<file path="src/rtl/regen_engine_multi.sv">
// regen_engine_multi: reads multi-channel capture samples from SDRAM starting at a
// programmable offset inside a circular capture region, stretches each channel by
// S pixels per sample, packs the pixels into 7-bit display bytes and writes the
// per-channel display rows back to SDRAM.
// Optional feature macro: REGEN_PALETTE_EN (per-channel bit-7 colour-group select).
module regen_engine_multi #(
    parameter int                NUM_CH       = 8,
    parameter int                BYTES_PER_CH = 38,
    parameter int                CAP_DEPTH    = 512,
    parameter int                ADDR_W       = 13,
    parameter logic [ADDR_W-1:0] CAP_BASE     = 13'h000,
    parameter logic [ADDR_W-1:0] DISP_BASE    = 13'h200
) (
    input  logic                         clk,
    input  logic                         rst,
    input  logic                         start,
    input  logic                         abort,
    input  logic [3:0]                   stretch,
    input  logic [$clog2(CAP_DEPTH)-1:0] start_offset,
`ifdef REGEN_PALETTE_EN
    input  logic [NUM_CH-1:0]            palette,
`endif
    output logic                         busy,
    output logic                         done,
    output logic                         rd_req,
    output logic [ADDR_W-1:0]            rd_addr,
    input  logic                         rd_ready,
    input  logic [7:0]                   rd_data,
    input  logic                         rd_valid,
    output logic                         wr_req,
    output logic [ADDR_W-1:0]            wr_addr,
    output logic [7:0]                   wr_data,
    input  logic                         wr_ready
);

    localparam int OFF_W = $clog2(CAP_DEPTH);
    localparam int CH_W  = (NUM_CH > 1) ? $clog2(NUM_CH) : 1;
    localparam int BA_W  = (BYTES_PER_CH > 1) ? $clog2(BYTES_PER_CH) : 1;
    localparam int BI_W  = $clog2(BYTES_PER_CH + 1);
    localparam int BC_W  = 10;
    localparam int TOTAL = 7 * BYTES_PER_CH;

    typedef enum logic [2:0] {
        IDLE, READ, READ_WAIT, PACK, FLUSH, WRITE, DONE
    } state_t;

    state_t state_q, state_d;

    logic [3:0]       s_q;          // effective stretch, 1..15
    logic [OFF_W-1:0] ridx;         // capture index of the next sample to read
    logic [BC_W-1:0]  bit_count;    // pixels committed per channel so far
    logic [BI_W-1:0]  byte_idx;     // next display byte to store
    logic [2:0]       bpos;         // pixel position inside the current byte
    logic [3:0]       rep;          // copies of the current sample emitted
    logic [7:0]       sample_q;
    logic [6:0]       sh [NUM_CH];  // per-channel partial byte
    logic [CH_W-1:0]  wc;           // write channel
    logic [BA_W-1:0]  wb;           // write byte within channel row
    logic             wr_gap;       // one idle cycle after each accepted write
    logic             flag;

    // NOTE: the display buffer has no reset; every byte is rewritten by PACK or
    // FLUSH before WRITE reads it, so resetting it would only add reset fan-out.
    logic [6:0] disp_mem [NUM_CH][BYTES_PER_CH];

    logic fits, last_pix, last_wr;

    assign fits     = (bit_count + BC_W'(s_q)) <= BC_W'(TOTAL);
    assign last_pix = (rep == s_q - 4'd1);
    assign last_wr  = (wc == CH_W'(NUM_CH - 1)) && (wb == BA_W'(BYTES_PER_CH - 1));

`ifdef REGEN_PALETTE_EN
    logic [NUM_CH-1:0] pal_q;
    assign flag = pal_q[wc];
`else
    assign flag = 1'b0;
`endif

    // State register.
    // NOTE: all clocked state uses non-blocking assignments so every register
    // samples pre-edge values regardless of statement order.
    always_ff @(posedge clk) begin
        if (rst) state_q <= IDLE;
        else     state_q <= state_d;
    end

    // Next-state and output decode.
    // NOTE: every output and state_d gets a default first so no path leaves a
    // signal unassigned and no latch is inferred.
    always_comb begin
        state_d = state_q;
        busy    = 1'b0;
        done    = 1'b0;
        rd_req  = 1'b0;
        rd_addr = '0;
        wr_req  = 1'b0;
        wr_addr = '0;
        wr_data = '0;
        unique case (state_q)
            IDLE: begin
                if (start) state_d = READ;
            end
            READ: begin
                busy    = 1'b1;
                rd_req  = fits;
                rd_addr = CAP_BASE + ADDR_W'(ridx);
                if (!fits)         state_d = FLUSH;
                else if (rd_ready) state_d = READ_WAIT;
            end
            READ_WAIT: begin
                busy = 1'b1;
                if (rd_valid) state_d = PACK;
            end
            PACK: begin
                busy = 1'b1;
                if (last_pix) state_d = fits ? READ : FLUSH;
            end
            FLUSH: begin
                busy = 1'b1;
                if (byte_idx == BI_W'(BYTES_PER_CH)) state_d = WRITE;
            end
            WRITE: begin
                busy    = 1'b1;
                wr_req  = !wr_gap;
                wr_addr = DISP_BASE + ADDR_W'(wc * BYTES_PER_CH) + ADDR_W'(wb);
                wr_data = {flag, disp_mem[wc][wb]};
                if (!wr_gap && wr_ready && last_wr) state_d = DONE;
            end
            DONE: begin
                done    = 1'b1;
                state_d = IDLE;
            end
            default: state_d = IDLE;
        endcase
        if (abort) state_d = IDLE;
    end

    // Datapath counters, sample capture and per-channel shift registers.
    always_ff @(posedge clk) begin
        if (rst) begin
            s_q       <= 4'd1;
            ridx      <= '0;
            bit_count <= '0;
            byte_idx  <= '0;
            bpos      <= '0;
            rep       <= '0;
            sample_q  <= '0;
            wc        <= '0;
            wb        <= '0;
            wr_gap    <= 1'b0;
            for (int c = 0; c < NUM_CH; c++) sh[c] <= '0;
`ifdef REGEN_PALETTE_EN
            pal_q     <= '0;
`endif
        end else begin
            wr_gap <= 1'b0;
            unique case (state_q)
                IDLE: begin
                    if (start && !abort) begin
                        s_q       <= (stretch == 4'd0) ? 4'd1 : stretch;
                        ridx      <= start_offset;
                        bit_count <= '0;
                        byte_idx  <= '0;
                        bpos      <= '0;
                        rep       <= '0;
                        wc        <= '0;
                        wb        <= '0;
                        for (int c = 0; c < NUM_CH; c++) sh[c] <= '0;
`ifdef REGEN_PALETTE_EN
                        pal_q     <= palette;
`endif
                    end
                end
                READ_WAIT: begin
                    if (rd_valid) begin
                        sample_q  <= rd_data;
                        ridx      <= ridx + 1'b1;
                        bit_count <= bit_count + BC_W'(s_q);
                        rep       <= '0;
                    end
                end
                PACK: begin
                    rep <= rep + 4'd1;
                    for (int c = 0; c < NUM_CH; c++) sh[c][bpos] <= sample_q[c];
                    if (bpos == 3'd6) begin
                        bpos     <= '0;
                        byte_idx <= byte_idx + 1'b1;
                        for (int c = 0; c < NUM_CH; c++) sh[c] <= '0;
                    end else begin
                        bpos <= bpos + 3'd1;
                    end
                end
                FLUSH: begin
                    if (byte_idx != BI_W'(BYTES_PER_CH)) begin
                        bpos     <= '0;
                        byte_idx <= byte_idx + 1'b1;
                        for (int c = 0; c < NUM_CH; c++) sh[c] <= '0;
                    end
                end
                WRITE: begin
                    if (!wr_gap && wr_ready) begin
                        wr_gap <= 1'b1;
                        if (wb == BA_W'(BYTES_PER_CH - 1)) begin
                            wb <= '0;
                            wc <= wc + 1'b1;
                        end else begin
                            wb <= wb + 1'b1;
                        end
                    end
                end
                default: ;
            endcase
        end
    end

    // Display buffer: a completed byte in PACK, or the zero-padded partial /
    // all-zero trailing bytes in FLUSH, stored for every channel at once.
    always_ff @(posedge clk) begin
        if (state_q == PACK && bpos == 3'd6) begin
            for (int c = 0; c < NUM_CH; c++)
                disp_mem[c][byte_idx[BA_W-1:0]] <= {sample_q[c], sh[c][5:0]};
        end else if (state_q == FLUSH && byte_idx != BI_W'(BYTES_PER_CH)) begin
            for (int c = 0; c < NUM_CH; c++)
                disp_mem[c][byte_idx[BA_W-1:0]] <= sh[c];
        end
    end

endmodule
</file>
<file path="config.mk">
export PLATFORM = sky130hd
export DESIGN_NAME = regen_engine_multi
export DESIGN_NICKNAME = d
export VERILOG_FILES = /design/src/rtl/regen_engine_multi.sv
export SDC_FILE = /design/constraint.sdc
export NUM_CORES = 2
export LEC_CHECK = 0
export CAP_MARGIN = 20
export CELL_PAD_IN_SITES_DETAIL_PLACEMENT = 1
export CELL_PAD_IN_SITES_GLOBAL_PLACEMENT = 1
export CORE_MARGIN = 2
export CORE_UTILIZATION = 50
export DETAILED_ROUTE_END_ITERATION = 8
export PLACE_DENSITY_LB_ADDON = 0.08
export SKIP_LAST_GASP = 1
export SLEW_MARGIN = 5
export SYNTH_ARGS = -nofsm -noshare
export SYNTH_HDL_FRONTEND = slang
export SYNTH_SLANG_ARGS = --single-unit
</file>
<file path="constraint.sdc">
create_clock -name clk -period 6.2 [get_ports clk]
set_input_delay 0.62 -clock clk [delete_from_list [all_inputs] [get_ports clk]]
set_output_delay 0.62 -clock clk [all_outputs]
set_load 0.02 [all_outputs]
</file>
==> run metrics <==
outcome=complete, no violations; Synth cell types=80; grt ovf=0; number of synthesized flops with an enable pin=2128; Startpoint Class=flop; clock root cell=clkbuf_16; Comb power frac=1.1%; Final TNS setup=0 ns; post-synthesis sequential area ratio=72.4%; Net Sw Frac=20.0%; sw power=6010 uW; clk sink count=2244; top cell type's share of synthesized area=69.8%; post-synth top area cell=edfxtp_1; final worst-path cycle share=96.0%; first drt pass iteration count=6; worst path required time=5.58 ns; Syn. warnings=0; minimum clock period=5.96 ns; num rows=157; post-route ant nets=0; number of global-route vias before repair=51200; Synth Flop Type=edfxtp_1; vias after detailed routing=49600; largest net degree at the start of global routing=85; die area=0.186 sq mm; Ports=66; share of layout cells above drive strength 1=27.4%; Synth Cell Area=0.0915 sq mm; dpl hpwl=158000 um; RSZ-0062 raised after global routing=no; Setup Fix Bufs, Post-CTS=0; Critical Path AT=5.34 ns; Area Growth Syn to Fin=12.5%; Longest Clk Path Bufs=3; Routed Wire Length=273000 um; count leader, synth=edfxtp_1; Tightest Hold Check Type=in2reg; Power Dens Cells=292 mW/mm^2; Slew HR=19.6%; main area contributors after synthesis=edfxtp_1 (70%), mux4_2 (12%), mux2_2 (3.9%), dfxtp_1 (2.5%), mux2i_1 (2.2%); sequential share of power=54.5%; first-iteration detailed-routing DRC count=5687; DRC Markers=0; # port buffers=58; final setup vio count=0; Pint=24000 uW; post-synthesis async set-or-reset flop share=0%; Post-Route Utilization=56.4%; core area=0.182 sq mm; Clock Pin Slew Worst Setup and Hold Paths=0.06 ns; CTS buffer count=225; initial antenna violation count=10; Final Hold Vio Count=0; CTS tree=done; Clk network pwr share=44.4%; Via density=6.54; CTS resizes=0; Peak VDD IR=0.000255 V; Final Slew Violations=0; Clock Latency Late Sink=0.89 ns; Synth Instances=4821; first-pass GRT wire length=388000 um; fin nets=5051; Die Ht=432 um; critical path type=reg2out; Worst-Margin Slew=1.21 ns; Max H-tree Level=4; max-capacitance violation count=0; Starting Density=50.2%; post-synthesis area per instance=19.0 sq um; max frequency=0.168 GHz; Die Width=432 um; drt wl/cell=36.1 um; Setup Skew=0.0495 ns; routability cong.=0.813; Seq cells post-synth=2244; GR Util All Layers=29.6%; # hold bufs at CTS=0; synth cell count leaders=edfxtp_1 (2128), mux4_2 (472), mux2_2 (316); static leakage power=0.0315 uW; critical-path maximum fanout=68; Crit. End Element=primary output
worst paths after layout:
check | startpoint | cells after the start | slack (ns) | to
setup / recovery | flop | 8 | 0.24 | wr_data[3]
hold / removal | rst | 2 | 0.19 | bit_count[3]
setup reg to reg | state_q[2] | 7 | 1.84 | disp_mem[0][147]
hold reg to reg | sample_q[5] | 2 | 0.46 | sample_q[5]
critical path, stage by stage (launching register included):
cell,delay (ns)
dfxtp_4,0.86
buf_12,0.49
mux4_2,0.59
mux4_2,0.60
mux2i_1,0.37
o21ai_0,0.25
nand2_1,0.19
o211ai_1,0.30
clkdlybuf4s50_1,0.64
stage by stage:
stage	std cells	hold WS, ns	power, uW	cell area, sq um	setup slack [ns]
after floorplan	4827	0.436	16800	91600	0.275
after global placement	7145	0.440	17000	95600	1.08
after detailed placement	7150	0.450	17000	95700	1.11
after CTS	7565	0.124	30200	103000	0.161
after global routing	7573	0.201	30700	103000	0.0800
final	7575	0.188	30000	103000	0.245
area by class of cell:
| cell class | count | area, sq um |
|---|---|---|
| Tap cell | 2385 | 2980 |
| Inverter | 27 | 106 |
| Fill cell | 15800 | 79600 |
| Multi-Input combinational cell | 2228 | 23700 |
| Antenna cell | 3 | 7.51 |
| Clock inverter | 131 | 1180 |
| Timing Repair Buffer | 273 | 2670 |
| Sequential cell | 2244 | 66300 |
| Clock buffer | 284 | 5970 |
sequential cells by signal, indices dropped and copies added (netlist names), named ones only:
signal,cells
bit_count,10
bpos,3
byte_idx,6
disp_mem,2128
rep,4
ridx,9
s_q,4
sample_q,8
sh,56
state_q,3
wb,6
wc,3
wr_gap,1
cells in the final DEF (no fill, tap or decap), types with 13 or more instances in the layout:
| cell | count |
|---|---|
| a211oi_1 | 22 |
| clkbuf_1 | 53 |
| edfxtp_1 | 2128 |
| a31oi_1 | 16 |
| mux2i_1 | 204 |
| nand4_1 | 15 |
| xor2_1 | 15 |
| o22ai_1 | 33 |
| dfxtp_2 | 35 |
| a21oi_1 | 138 |
| nor2_4 | 41 |
| clkinv_1 | 66 |
| inv_1 | 22 |
| a221oi_1 | 47 |
| bufinv_16 | 20 |
| nor3_1 | 45 |
| buf_4 | 174 |
| ha_1 | 22 |
| o21ai_0 | 59 |
| nand2_1 | 216 |
| a22oi_1 | 91 |
| clkinv_2 | 33 |
| nor2b_1 | 13 |
| buf_12 | 34 |
| nor2_1 | 142 |
| mux2_2 | 316 |
| nand2b_1 | 19 |
| mux4_2 | 472 |
| a221o_1 | 14 |
| clkdlybuf4s50_1 | 56 |
| nand3_1 | 75 |
| clkbuf_16 | 230 |
| and3_1 | 20 |
| dfxtp_1 | 73 |
power groups by stage:
stage               logic [uW]  clock network [uW]  registers (uW)
floorplan                  165                   0           16700
global placement           321                   0           16700
detailed placement         323                   0           16700
CTS                        325               13500           16400
global route               343               14100           16300
finish                     329               13400           16400
routing by layer:
metal | global-route usage, % | wire (um) | up-vias
li1 | - | - | 20100
met1 | 42.9 | 116000 | 26900
met2 | 46.3 | 129000 | 2207
met3 | 4.49 | 20200 | 408
met4 | 9.54 | 8890 | 4
met5 | 0 | 29 | -
cell families (layout without fill, tap and decap cells):
logic type	count (synthesis)	after routing	synth area share [%]
compound gates	511	511	3.76
xor+xnor	27	27	0.258
fa+ha+maj	24	24	0.344
buf+inv	355	715	2.18
flops	2244	2244	72.4
mux	992	992	17.7
other cells	1	10	0.00410
simple gates	667	667	3.37
No activity file was read; power rests on OpenSTA's default activity.
